$ cat config.mk
export PLATFORM = sky130hd
export DESIGN_NAME = wb_regfile
export DESIGN_NICKNAME = d
export VERILOG_FILES = /design/src/rtl/wb_regfile.sv
export SDC_FILE = /design/constraint.sdc
export NUM_CORES = 2
export LEC_CHECK = 0
export BUFFER_PORTS_ARGS = -buffer_cell sky130_fd_sc_hd__buf_4
export CORE_MARGIN = 2
export CORE_UTILIZATION = 40
export CTS_CLUSTER_DIAMETER = 150
export DETAILED_ROUTE_END_ITERATION = 10
export GPL_TIMING_DRIVEN = 0
export PLACE_DENSITY = 0.53
export SLEW_MARGIN = 20
export SYNTH_ARGS = -nofsm -noshare
export SYNTH_HDL_FRONTEND = slang
export SYNTH_SLANG_ARGS = --single-unit
export TNS_END_PERCENT = 5
$ cat constraint.sdc
create_clock -name clk -period 5.3 [get_ports clk]
set_input_delay 0.265 -clock clk [delete_from_list [all_inputs] [get_ports clk]]
set_output_delay 0.265 -clock clk [all_outputs]
set_load 0.03 [all_outputs]
$ cat src/rtl/wb_regfile.sv
// Write-back register file: 31 x 64-bit GPRs with same-cycle write bypass,
// a retired-instruction counter and a registered commit trace port.
module wb_regfile #(
  parameter logic [63:0] SP_RESET   = 64'h0,
  parameter bit          INSTRET_EN = 1'b1
) (
  input  logic        clk,
  input  logic        rst,
  input  logic        stall,
  input  logic        wb_valid,
  input  logic        wb_reg_write,
  input  logic [4:0]  wb_rd_addr,
  input  logic [63:0] wb_result,
  input  logic [4:0]  rs1_addr,
  input  logic [4:0]  rs2_addr,
  output logic [63:0] rs1_data,
  output logic [63:0] rs2_data,
  output logic [63:0] instret,
  output logic        commit_valid,
  output logic [4:0]  commit_rd,
  output logic [63:0] commit_data
);

  logic [63:0] regs_q [1:31];
  logic [63:0] regs_d [1:31];
  logic [63:0] instret_q, instret_d;
  logic        commit_valid_q, commit_valid_d;
  logic [4:0]  commit_rd_q, commit_rd_d;
  logic [63:0] commit_data_q, commit_data_d;
  logic        we;

  // Gating with rst keeps the bypass quiet while reset is held.
  assign we = rst & wb_valid & wb_reg_write & ~stall & (wb_rd_addr != 5'd0);

  function automatic logic [63:0] read_port(input logic [4:0] addr);
    logic [63:0] val;
    val = 64'h0;
    if (addr != 5'd0) begin
      if (we && (addr == wb_rd_addr)) val = wb_result;
      else                            val = regs_q[addr];
    end
    return val;
  endfunction

  always_comb begin
    rs1_data = read_port(rs1_addr);
    rs2_data = read_port(rs2_addr);
  end

  always_comb begin
    regs_d = regs_q;
    if (we) regs_d[wb_rd_addr] = wb_result;
  end

  always_comb begin
    instret_d = 64'h0;
    if (INSTRET_EN) begin
      instret_d = instret_q;
      if (wb_valid && !stall) instret_d = instret_q + 64'd1;
    end
  end

  always_comb begin
    commit_valid_d = we;
    commit_rd_d    = commit_rd_q;
    commit_data_d  = commit_data_q;
    if (we) begin
      commit_rd_d   = wb_rd_addr;
      commit_data_d = wb_result;
    end
  end

  always_ff @(posedge clk or negedge rst) begin
    if (!rst) begin
      for (int i = 1; i < 32; i++) begin
        regs_q[i] <= (i == 2) ? SP_RESET : 64'h0;
      end
      instret_q      <= 64'h0;
      commit_valid_q <= 1'b0;
      commit_rd_q    <= 5'd0;
      commit_data_q  <= 64'h0;
    end else begin
      regs_q         <= regs_d;
      instret_q      <= instret_d;
      commit_valid_q <= commit_valid_d;
      commit_rd_q    <= commit_rd_d;
      commit_data_q  <= commit_data_d;
    end
  end

  assign instret      = instret_q;
  assign commit_valid = commit_valid_q;
  assign commit_rd    = commit_rd_q;
  assign commit_data  = commit_data_q;

endmodule
==> out/metrics.cfg <==
[grt]
grt_overflow = 0
grt_max_degree = 139
use_met3_pct = 12.3
antenna_found_initial = 57
grt_usage_pct = 35.1
first_global_vias = 82515
grt_pass1_wl_mm = 690
grtUsageMet1_pct = 46.2
grt_busiest_layer = met2
gr-usage-met2_pct = 50.4

[place]
placed_cell_area_mm2 = 0.121
hpwl_mm = 358
place.gp.congestion = 0.947
portBuffers = 339

[routing]
routed_wl_mm = 508
avgRoutedWirePerCell_um = 40.5
drt_pass1_iterations = 6
via_count = 83230
drcViolationCount = 0
via_per_inst = 6.64
ant_nets = 0
drtIter0Drc = 10781

[finish]
finalNetCount = 8658
fill_cells = 24824
drive_gt1_share_pct = 47.8
stdcell_area_mm2 = 0.130
syn_to_final_growth_pct = 16.5

[sta]
fin_skew_ns = 0.00829
tightest_slew_ns = 1.38
fmax_mhz = 183
maxSlewHeadroom_pct = 8.30
fin_setup_tns_ns = -0.663
fin_crit_sh_pct = 103
rsz0062_at_grt = yes
period_needed_ns = 5.45
slew_violations = 0
setup_violations = 10
layout_setup_ws_ns = -0.154
hold-worst-slack_ns = 0.0887
finalHoldViolCount = 0

[floorplanning]
die_w_um = 533
ios = 346
start_util_pct = 40.1
dieHeight_um = 533
core_area_mm2 = 0.279
rows = 194
dieArea_mm2 = 0.284

[power]
seq_power_share_pct = 43.5
p_sw_share_pct = 28.6
switchingPower_mw = 11.6
p_total_mw = 40.7
p_leak_nw = 60.4
ir_drop_v = 0.000290
combPwrFrac_pct = 14.2
powerDensity_mw_per_mm2 = 312
power.internal_mw = 29.0
pwr-share-clk_pct = 42.4

[synthesis]
async_flop_share_pct = 100
yosys.area.top_type = dfrtp_1
synth.most_common_cell = mux2_2
synth_seq_cells = 2118
synth.distinct_cells = 49
synthesis.nets = 7915
yosys-top-cells-area = dfrtp_1 (47%), mux2_2 (22%), mux4_2 (17%)
yosysTopAreaCellShare_pct = 47.4
synth_area_mm2 = 0.112
synthCells = 7830
synth_common_cells = mux2_2 (2158), dfrtp_1 (2118), mux4_2 (830)
yosysSeqAreaShare_pct = 47.4
synth_ff_type = dfrtp_1
ys_warn_count = 0
syn_avg_cell_area_um2 = 14.3
synth_edf_count = 0

[setup_path]
max_stage_delay_ns = 0.98
reg2reg_from = instret[4]
crit_chain = buf_2 -> clkbuf_2 -> buf_2 -> clkbuf_2 -> clkbuf_1 -> nor2_1 -> nand2_1 -> o211ai_1 -> o311ai_1 -> buf_4
cp_top_family = buffers and inverters
r2r-end = instret[53]
reg2reg_slack_ns = 2.47
crit_end = rs1_data[62]
critPathKind = in2out
critPathBufInv = 6
rr_worst_depth = 6
cp_num_cells = 10
endpoint_kind = output port
crit_arrival_ns = 5.19
worstPathRequired_ns = 5.04
startpoint = rs1_addr[0]
slowest_stage = clkbuf_1
cp-start-kind = input pin
cp_max_fo = 11

[outcome]
status = finished, violations left
violations = setup timing

[clock_network]
numClockSinks = 2118
path_clk_slew_ns = 0.07
clk_latency_ns = 0.94
cts_tree = done
cts_buffers = 243
cts-root-buf = clkbuf_16
clock_path_buffers = 4
h-tree-depth = 4

[hold_path]
hold_path.class = in2reg

[flow_run]
maxCapViolations = 0

## power groups by stage
stage / Combinational [mW] / Sequential [mW] / Clock (mW)
floorplan: 2.83 / 18.0 / 0
global placement: 5.36 / 17.9 / 0
detailed placement: 5.56 / 17.9 / 0
CTS: 5.65 / 17.6 / 17.4
global route: 5.94 / 17.8 / 18.0
finish: 5.76 / 17.7 / 17.2
## repair_timing
action	in CTS	in global routing
setup endpoints to repair	49	6
pin swaps	0	0
hold buffers	79	0
gates resized for setup	4	1
endpoints found under the hold margin	1022	0
buffers inserted	0	0
## layout make-up
| class | count | area, µm² | area share, % |
|---|---|---|---|
| Multi-Input combinational cell | 4882 | 55800 | 42.8 |
| Buffer | 817 | 3530 | 2.71 |
| Clock buffer | 371 | 7170 | 5.50 |
| Timing Repair Buffer | 499 | 5300 | 4.06 |
| Inverter | 12 | 45.0 | 0.0345 |
| Clock inverter | 63 | 773 | 0.593 |
| Antenna cell | 57 | 143 | 0.109 |
| Sequential cell | 2118 | 53000 | 40.7 |
| Tap cell | 3724 | 4660 | 3.57 |
## registers in the layout, indices dropped and copies added, names as in the netlist
name,flops
instret,64
regs_q,1984
commit_rd,5
commit_data,64
commit_valid,1
## placed cells by master, fill, tap and decap left out, types with 89 or more instances in the layout
cell type / Yosys / routed
buf_2: 169 / 222
mux4_2: 830 / 830
clkbuf_2: 0 / 148
a22oi_1: 103 / 103
a221oi_1: 103 / 103
buf_4: 0 / 339
nor2b_1: 117 / 117
mux2i_1: 278 / 278
a221o_1: 90 / 90
a21oi_1: 103 / 103
dfrtp_1: 2118 / 2118
o22ai_1: 89 / 89
clkbuf_16: 0 / 244
clkbuf_1: 557 / 484
mux2_2: 2158 / 2158
nand2_1: 393 / 386
## worst min path at each step
stage,startpoint,cells past startpoint,to,slack [ns]
final,wb_rd_addr[3],4,commit_rd[3],0.09
after global routing,wb_rd_addr[3],4,commit_rd[3],0.09
after CTS,wb_rd_addr[3],4,commit_rd[3],0.03
after detailed placement,rst,1,instret[34],0.21
after global placement,instret[63],1,instret[63],0.46
after floorplan,rst,0,commit_data[0],-0.03
## cell families (layout without fill, tap and decap cells)
| kind of cell | after synthesis | after routing | share of synthesized area, % |
|---|---|---|---|
| AND/OR/NAND/NOR | 824 | 824 | 3.38 |
| multiplexers | 3266 | 3266 | 40.9 |
| adder cells (fa/ha/maj) | 1 | 1 | 0.0112 |
| buffers and inverters | 830 | 1762 | 2.97 |
| flip-flops | 2118 | 2118 | 47.4 |
| other | 0 | 57 | 0 |
| AO/OA/AOI/OAI | 718 | 718 | 4.79 |
| XOR/XNOR | 73 | 73 | 0.571 |
## worst register-to-register path, cell delays in order, from the launching register on
cell and delay (ns):
dfrtp_1 0.46, nand4_1 0.23, nor4_1 0.80, nand4_1 0.46
clkbuf_1 0.37, nor3_1 0.24, xor2_1 0.19
## per-layer routing
metal  share of wire, %  wire length (µm)  vias to the layer above
li1                   -                 -                    31589
met1                 39            201000                    44863
met2                 43            217000                     5455
met3                 11             58200                     1303
met4                6.3             32000                       20
met5              0.056               284                        -
## stage by stage
step / util (%) / std cells / setup WS, ns
2_1_floorplan: - / 7830 / 2.42
3_3_place_gp: 42.7 / 11893 / -23.61
3_5_place_dp: 43.5 / 11969 / -0.460
4_1_cts: 46.7 / 12482 / 0.000148
5_1_grt: 46.7 / 12505 / -0.0439
6_report: 46.7 / 12543 / -0.154
(Power assumes the default switching activity.)
